`config.mk`:
```
export PLATFORM = sky130hd
export DESIGN_NAME = adc_spi_emulator
export DESIGN_NICKNAME = d
export VERILOG_FILES = /design/src/rtl/adc_emu_pkg.sv /design/src/rtl/spi_in_sync.sv /design/src/rtl/adc_spi_emulator.sv
export SDC_FILE = /design/constraint.sdc
export NUM_CORES = 1
export LEC_CHECK = 0
export ABC_AREA = 0
export ABC_CLOCK_PERIOD_IN_PS = 4050
export BUFFER_PORTS_ARGS = -buffer_cell sky130_fd_sc_hd__buf_2
export CORE_MARGIN = 2
export CORE_UTILIZATION = 30
export CTS_CLUSTER_DIAMETER = 50
export DETAILED_ROUTE_END_ITERATION = 8
export HOLD_SLACK_MARGIN = 0.06
export PLACE_DENSITY = 0.57
export SLEW_MARGIN = 20
export SYNTH_ARGS = -nofsm -noshare
export SYNTH_HDL_FRONTEND = slang
export SYNTH_HIERARCHICAL = 1
export SYNTH_SLANG_ARGS = --single-unit
```
`constraint.sdc`:
```
create_clock -name clk -period 4.05 [get_ports clk]
set_clock_uncertainty 0.1 [all_clocks]
set_input_delay 0.2025 -clock clk [delete_from_list [all_inputs] [get_ports clk]]
set_output_delay 0.2025 -clock clk [all_outputs]
set_load 0.01 [all_outputs]
```
`src/rtl/adc_emu_pkg.sv`:
```
// Shared constants for the SPI ADC emulator: word width, command channel field,
// power-on sample table and FSM state encoding.
package adc_emu_pkg;

  localparam int unsigned DATA_W_DEF = 16;
  localparam int unsigned CH_SEL_MSB = 13;
  localparam int unsigned CH_SEL_LSB = 12;

  localparam logic [15:0] RST_SAMPLE_0 = 16'h1234;
  localparam logic [15:0] RST_SAMPLE_1 = 16'h5678;
  localparam logic [15:0] RST_SAMPLE_2 = 16'h9ABC;
  localparam logic [15:0] RST_SAMPLE_3 = 16'hDEF0;

  typedef enum logic {
    IDLE   = 1'b0,
    ACTIVE = 1'b1
  } emu_state_t;

  // Channels beyond the first four power up as zero.
  function automatic logic [15:0] reset_sample(input int unsigned idx);
    case (idx)
      0:       return RST_SAMPLE_0;
      1:       return RST_SAMPLE_1;
      2:       return RST_SAMPLE_2;
      3:       return RST_SAMPLE_3;
      default: return 16'h0000;
    endcase
  endfunction

endpackage

```
`src/rtl/spi_in_sync.sv`:
```
// Multi-flop synchronizer for one SPI pin, with rise/fall strobes derived from
// the synchronized value and its one-cycle-delayed copy.
module spi_in_sync #(
  parameter int unsigned SYNC_STAGES = 2,
  parameter logic        RST_VAL     = 1'b0
) (
  input  logic clk,
  input  logic rst,
  input  logic din,
  output logic dout,
  output logic rise,
  output logic fall
);

  logic [SYNC_STAGES-1:0] chain;
  logic                   prev;

  always_ff @(posedge clk or posedge rst) begin
    if (rst) begin
      chain <= {SYNC_STAGES{RST_VAL}};
      prev  <= RST_VAL;
    end else begin
      chain <= {chain[SYNC_STAGES-2:0], din};
      prev  <= chain[SYNC_STAGES-1];
    end
  end

  assign dout = chain[SYNC_STAGES-1];
  assign rise = dout & ~prev;
  assign fall = ~dout & prev;

endmodule

```
`src/rtl/adc_spi_emulator.sv`:
```
// Synthesizable 4-channel SPI (mode 0) ADC model, oversampled on clk.
// The command captured in one frame selects the channel returned in the next.
module adc_spi_emulator
  import adc_emu_pkg::*;
#(
  parameter int unsigned DATA_W      = DATA_W_DEF,
  parameter int unsigned NUM_CH      = 4,
  parameter int unsigned SYNC_STAGES = 2,
  localparam int unsigned CH_W       = (NUM_CH > 1) ? $clog2(NUM_CH) : 1
) (
  input  logic              clk,
  input  logic              rst,
  input  logic              spi_sck,
  input  logic              spi_cs_n,
  input  logic              spi_mosi,
  output logic              spi_miso,
  input  logic              ch_wr_en,
  input  logic [CH_W-1:0]   ch_wr_sel,
  input  logic [DATA_W-1:0] ch_wr_data,
  output logic              frame_done,
  output logic              frame_error,
  output logic [DATA_W-1:0] last_cmd,
  output logic [15:0]       frame_count
);

  localparam int unsigned BC_W = $clog2(DATA_W + 2);
  localparam logic [BC_W-1:0] BC_FULL = BC_W'(DATA_W);
  localparam logic [BC_W-1:0] BC_SAT  = BC_W'(DATA_W + 1);

  emu_state_t        state;
  logic [DATA_W-1:0] shift_in;
  logic [DATA_W-1:0] shift_out;
  logic [BC_W-1:0]   bit_cnt;
  logic [CH_W-1:0]   ch_ptr;
  logic [DATA_W-1:0] sample_tbl [NUM_CH];

  logic sck_s, sck_rise, sck_fall;
  logic cs_s, cs_rise, cs_fall;
  logic mosi_s;
  logic [1:0] mosi_edges_unused;

  spi_in_sync #(.SYNC_STAGES(SYNC_STAGES), .RST_VAL(1'b0)) u_sync_sck (
    .clk (clk),
    .rst (rst),
    .din (spi_sck),
    .dout(sck_s),
    .rise(sck_rise),
    .fall(sck_fall)
  );

  // cs_n resets to the asserted level so a frame interrupted by reset
  // produces no fall edge; only a full rise-then-fall opens a new frame.
  spi_in_sync #(.SYNC_STAGES(SYNC_STAGES), .RST_VAL(1'b0)) u_sync_cs (
    .clk (clk),
    .rst (rst),
    .din (spi_cs_n),
    .dout(cs_s),
    .rise(cs_rise),
    .fall(cs_fall)
  );

  spi_in_sync #(.SYNC_STAGES(SYNC_STAGES), .RST_VAL(1'b0)) u_sync_mosi (
    .clk (clk),
    .rst (rst),
    .din (spi_mosi),
    .dout(mosi_s),
    .rise(mosi_edges_unused[0]),
    .fall(mosi_edges_unused[1])
  );

  always_ff @(posedge clk or posedge rst) begin
    if (rst) begin
      for (int unsigned i = 0; i < NUM_CH; i++) begin
        sample_tbl[i] <= DATA_W'(reset_sample(i));
      end
    end else if (ch_wr_en) begin
      sample_tbl[ch_wr_sel] <= ch_wr_data;
    end
  end

  // cs_n edges are handled before sck edges, so a coincident sck edge is dropped.
  always_ff @(posedge clk or posedge rst) begin
    if (rst) begin
      state       <= IDLE;
      shift_in    <= '0;
      shift_out   <= '0;
      bit_cnt     <= '0;
      ch_ptr      <= '0;
      last_cmd    <= '0;
      frame_count <= '0;
      frame_done  <= 1'b0;
      frame_error <= 1'b0;
    end else begin
      frame_done  <= 1'b0;
      frame_error <= 1'b0;
      case (state)
        IDLE: begin
          if (cs_fall) begin
            shift_out <= sample_tbl[ch_ptr];
            shift_in  <= '0;
            bit_cnt   <= '0;
            state     <= ACTIVE;
          end
        end
        ACTIVE: begin
          if (cs_rise) begin
            state <= IDLE;
            if (bit_cnt == BC_FULL) begin
              last_cmd    <= shift_in;
              ch_ptr      <= shift_in[CH_SEL_LSB +: CH_W];
              frame_count <= frame_count + 16'd1;
              frame_done  <= 1'b1;
            end else begin
              frame_error <= 1'b1;
            end
          end else begin
            if (sck_rise) begin
              shift_in <= {shift_in[DATA_W-2:0], mosi_s};
              if (bit_cnt != BC_SAT) begin
                bit_cnt <= bit_cnt + 1'b1;
              end
            end
            if (sck_fall) begin
              shift_out <= {shift_out[DATA_W-2:0], 1'b0};
            end
          end
        end
        default: state <= IDLE;
      endcase
    end
  end

  always_comb begin
    spi_miso = 1'b0;
    if (state == ACTIVE) begin
      spi_miso = shift_out[DATA_W-1];
    end
  end

endmodule

```
==> results of run 1 <==
==> metal layers <==
layer / track usage, % / vias to the layer above / share of wire (%)
li1: - / 1756 / -
met1: 15.67 / 1915 / 46
met2: 19.65 / 59 / 50
met3: 3.696 / 14 / 3.6
met4: 3.558 / 0 / 1.0
met5: 0 / - / 0
==> sequential cells by signal, indices dropped and copies added (netlist names) <==
register	flops
u_sync_sck/chain	2
sample_tbl	64
shift_in	16
state	1
frame_error	1
frame_done	1
u_sync_sck/prev	1
frame_count	16
last_cmd	16
u_sync_cs/chain	2
u_sync_mosi/chain	2
shift_out	16
u_sync_cs/prev	1
bit_cnt	5
==> layout make-up <==
cell class | count | share of cell area (%)
clock inverter | 11 | 1.008
multi-input combinational | 281 | 31.37
sequential | 144 | 48.91
timing repair buffer | 83 | 7.088
clock buffer | 21 | 6.601
tap | 270 | 4.535
inverter | 9 | 0.4871
==> final timing paths <==
check / depth (start not counted) / end
setup / recovery: 3 / shift_out[0]
hold / removal: 3 / u_sync_mosi/chain[1]
setup reg to reg: 3 / shift_out[0]
hold reg to reg: 0 / u_sync_mosi/chain[1]
max in group asynchronous: 4 / shift_in[2]
min in group clk: 3 / sample_tbl[55]
==> worst register-to-register path, stage by stage, from the launching register on <==
cell     delay [ns]
dfrtp_1        0.60
nor2b_1        0.66
a21o_1         0.72
o21ai_0        0.22
==> power groups by stage <==
stage / clock network, W / logic, W / registers [W]
final: 0.00148 / 0.000476 / 0.00183
after global routing: 0.00159 / 0.000536 / 0.00186
after CTS: 0.00151 / 0.000487 / 0.00183
after detailed placement: 0 / 0.000469 / 0.00185
after global placement: 0 / 0.000447 / 0.00183
after floorplan: 0 / 0.000380 / 0.00180
==> metrics by stage <==
stage,cell area (um^2),instances,hold WS [ns],total power (W)
floorplan,6136,456,-0.1563,0.002182
global placement,6683,767,0.02402,0.002280
detailed placement,6683,767,0.02504,0.002321
CTS,7450,819,0.1395,0.003829
global route,7450,819,0.1377,0.003981
finish,7450,819,0.1439,0.003785
==> run metrics, run 1 <==
status=finished, final reports clean; Ports=~60; DP Worst Slack=1.561 ns; maximum vdd drop=~320 uV; Sequential Power Share=slightly below 50%; width of the chip=~150 um; sw frac=between 20% and 30%; total wire length=between 10000 and 15000 um; P_sw=between 0.0009 and 0.001 W; CP Launch Point=state; Synth Instances=456; Die ar.=21610 um^2; antenna violations before repair=0; critical path class=reg -> reg; vias post-DR=around 3700; Die Ht=approximately 150 um; dpl hpwl=about 8000 um; DRT Pass-1 Iters=4; Placer Congestion=around 0.74; Crit-path slowest cell=a21o_1; layout cells sized above 1=a little over two fifths; Setup WS post-layout=~1.6 ns; Routed Antenna Nets=0; Logic pwr share=about an eighth; period utilization=between 60% and 70%; Multi-input gate area=about 2300 um^2; # Max-Cap Violations=0; n_diodes=0; Setup crit end kind=register; clock buffer depth=2; CTS root buf=clkbuf_16; Tmin final=approximately 2.5 ns; CTS tree=yes; DR vias/cell=between 4 and 5; RSZ-0062 raised after global routing=no; Num Clock Sinks=roughly 140; Global Route Usage Sum=between 10% and 20%; Startpoint Class=register; Synth Net Count=~480; total number of H-tree levels=4; cell area power density=~500 nW/um^2; CTS resizes=0; post-layout util=between 30% and 40%; first-pass GRT wire length=a little over 20000 um; CTS Buf Count=17; critical path required time=roughly 4.2 ns; Worst Path Arrival=~2.6 ns; Synth Area per Inst=13.46 um^2; crit-path max FO=31; slowest stage delay, CP=~0.72 ns; r2r setup slk=1.58 ns; CTS hold repair buffers=20; Lkg Pwr=roughly 3.3 nW; Nets=approximately 560; worst skew pair latency=between 0.4 and 0.5 ns; Clock power frac=~40%; worst reg2reg startpoint=state; total congestion overflow=0; Ys Warns=6; vias in the first global route=between 3000 and 4000; row count=52; Slew @ Worst Pin=slightly above 1 ns; Netlist Area Pre-Place=a little over 6000 um^2; HP Class=in -> async; DR DRC count=0; setup TNS=0 ns; commonest non-fill, non-tap cell in the layout=dfrtp_1; commonest cells after routing, fill and taps aside=dfrtp_1 (112), mux2_2 (78), buf_2 (58), nand2_1 (53), dfstp_2 (32); Int Power=around 0.0028 W; post-CTS repair timing setup buffer count=0; CP Cell Sequence=nor2b_1, a21o_1, o21ai_0; Worst path top cell family by delay=compound AO/OA/AOI/OAI gates; Core Area=20170 um^2; Fin. Hold Viols=0; Worst-path clk slew=approximately 0.060 ns; initial DRC count=around 240; Bufs and invs on worst path=0; Initial Util=between 30% and 40%; layout overhead on the synthesized area=21.41%; # port buffers=58; routed len/inst=14.77 um; final number of setup-violating endpoints=0; maximum clock rate=between 0.4 and 0.5 GHz; largest net degree at the start of global routing=between 70 and 80; relative slew slack=between 30% and 40%; Final Max Tran Viols=0; # fillers=around 2000; FF/Latch Area=3643 um^2
(Power assumes the default switching activity.)
==> run 2: changes to the inputs <==
ABC_AREA = 1   (was 0)
ABC_CLOCK_PERIOD_IN_PS = 2110   (was 4050)
clock period = 2.11 ns   (was 4.05 ns; I/O delays follow)
==> run 2 against run 1 <==
Worst setup slack lost 1.2 ns. Hold slack improved by 0.0041 ns. Total power rose by 94%. Sequential share of layout area shrank 2.1 points. Combinational power increased by 110%. Final area is 4.4% higher. Via count rose by 34%. First-iteration DRC count rose by 38%. Global-route usage up 1.2 points. Count of clock-buffer cells in the layout down 1. Sequential cell count stayed put. Sequential power rose by 91%.
==> run metrics, run 2 <==
dpl hpwl=~8700 um; Worst Hold Endpoint=sample_tbl[10]; Synth Area per Inst=8.483 um^2; Hold Slack=around 0.15 ns; Ports=59; Nets=860; Fin. Hold Viols=0; DR vias/cell=about 4.5; CP Cell Sequence=inv_1, ha_1, nand2_1, nor3_4, buf_4, nand4_1, nand2_1, nand2_1; DR DRC count=0; critical path class=reg -> reg; routed len/inst=between 10 and 15 um; critical path required time=2.32 ns; Die Ht=roughly 150 um; CTS root buf=clkbuf_16; Bufs and invs on worst path=2; Synth Instances=around 760; total number of H-tree levels=4; Final Max Tran Viols=0; RSZ-0062 raised after global routing=no; maximum vdd drop=568.9 uV; total wire length=14030 um; Worst path top cell family by delay=simple AND/OR/NAND/NOR gates; setup TNS=0 ns; status=finished, final reports clean; HP Class=in -> reg; Final Cell Area=7779 um^2; antenna violations before repair=0; commonest cells after routing, fill and taps aside=nand2_1 (212), o21ai_0 (113), dfrtp_1 (112), inv_1 (73), nand3_1 (62); DP Area=around 7000 um^2; hold path startpoint=ch_wr_sel[1]; cell area power density=approximately 940 nW/um^2; Startpoint Class=register; n_diodes=0; CTS resizes=0; Tmin final=1.758 ns; Crit-path slowest cell=dfrtp_1; # fillers=roughly 2200; Ys Warns=6; post-CTS repair timing setup buffer count=0; row count=53; r2r setup slk=~0.35 ns; relative slew slack=approximately three fifths; Synth Net Count=a little under 800; maximum clock rate=roughly 0.57 GHz; Largest Register=sample_tbl; layout cells sized above 1=between 10% and 20%; Crit path top cell by count=nand2_1; Worst Path Arrival=a little under 2 ns; worst skew pair latency=0.42 ns; post-layout util=37.12%; Largest register FFs=64; crit-path max FO=10; first-pass GRT wire length=~23000 um; initial DRC count=around 330; commonest non-fill, non-tap cell in the layout=nand2_1; Global Route Usage Sum=roughly an eighth; Hold Path Depth=5; CTS Buf Count=17; period utilization=a little over four fifths; Setup crit end kind=register; Worst-path clk slew=0.07 ns; Netlist Area Pre-Place=roughly 6400 um^2; Placer Congestion=a little under 0.8; largest net degree at the start of global routing=roughly 110; width of the chip=between 150 and 200 um; # Max-Cap Violations=0; vias in the first global route=about 4700; Die ar.=22530 um^2; total congestion overflow=0; DRT Pass-1 Iters=5; worst reg2reg startpoint=bit_cnt[0]; Routed Antenna Nets=0; Num Clock Sinks=between 100 and 150; vias post-DR=between 5000 and 6000; layout overhead on the synthesized area=21.45%; Slew @ Worst Pin=~0.58 ns; clock buffer depth=2; slowest stage delay, CP=0.42 ns; final number of setup-violating endpoints=0; Initial Util=about 31%; # port buffers=58; Core Area=20960 um^2; r2r endpoint=frame_count[13]; Lkg Pwr=~3.7 nW; CTS tree=yes; reg2reg path depth=8
run 2: stage by stage:
stage | std cells | power (W) | worst slack (ns)
final | 1120 | 0.007338 | 0.3520
after global routing | 1120 | 0.007800 | 0.1628
after CTS | 1120 | 0.007432 | 0.3318
after detailed placement | 1067 | 0.004518 | 0.3431
after global placement | 1067 | 0.004510 | 0.3735
after floorplan | 755 | 0.004254 | 0.2375
run 2: layout make-up:
| class | count | area, um^2 | area share, % |
|---|---|---|---|
| Sequential cell | 144 | 3643 | 46.84 |
| Tap cell | 275 | 344.1 | 4.423 |
| Clock inverter | 12 | 97.59 | 1.255 |
| Timing Repair Buffer | 97 | 648.1 | 8.332 |
| Clock buffer | 20 | 466.7 | 6.000 |
| Inverter | 75 | 285.3 | 3.667 |
| Multi-Input combinational cell | 497 | 2293 | 29.48 |
run 2: how the worst max path moves through the flow:
stage                from               to  depth (start not counted)
2_1_floorplan         rst       bit_cnt[0]                          1
3_3_place_gp   bit_cnt[0]  frame_count[13]                          8
3_5_place_dp   bit_cnt[0]  frame_count[13]                          8
4_1_cts        bit_cnt[0]  frame_count[13]                          8
5_1_grt             state    shift_out[13]                          5
6_report       bit_cnt[0]  frame_count[13]                          8
run 2: worst min-delay path, stage by stage:
cell	delay (ns)
buf_2	0.10
nand3_1	0.07
buf_4	0.24
nand2_1	0.08
o21ai_0	0.07
run 2: metal layers:
metal	up-vias	track usage [%]	wire length [um]
met5	-	0	0
met1	2354	17.76	6854
li1	2581	-	-
met2	79	20.66	6513
met4	0	5.425	227
met3	15	3.121	431
run 2: power by group:
group / internal, W / switching (W) / total, W
combinational: 0.000392 / 0.000624 / 0.00102
sequential: 0.00325 / 0.000238 / 0.00349
clock: 0.00162 / 0.00121 / 0.00284
total: 0.00526 / 0.00208 / 0.00734
run 2: timing repair:
item | CTS | global route
hold buffers | 21 | 0
endpoints found under the hold margin | 179 | 0
setup endpoints to repair | 0 | 0
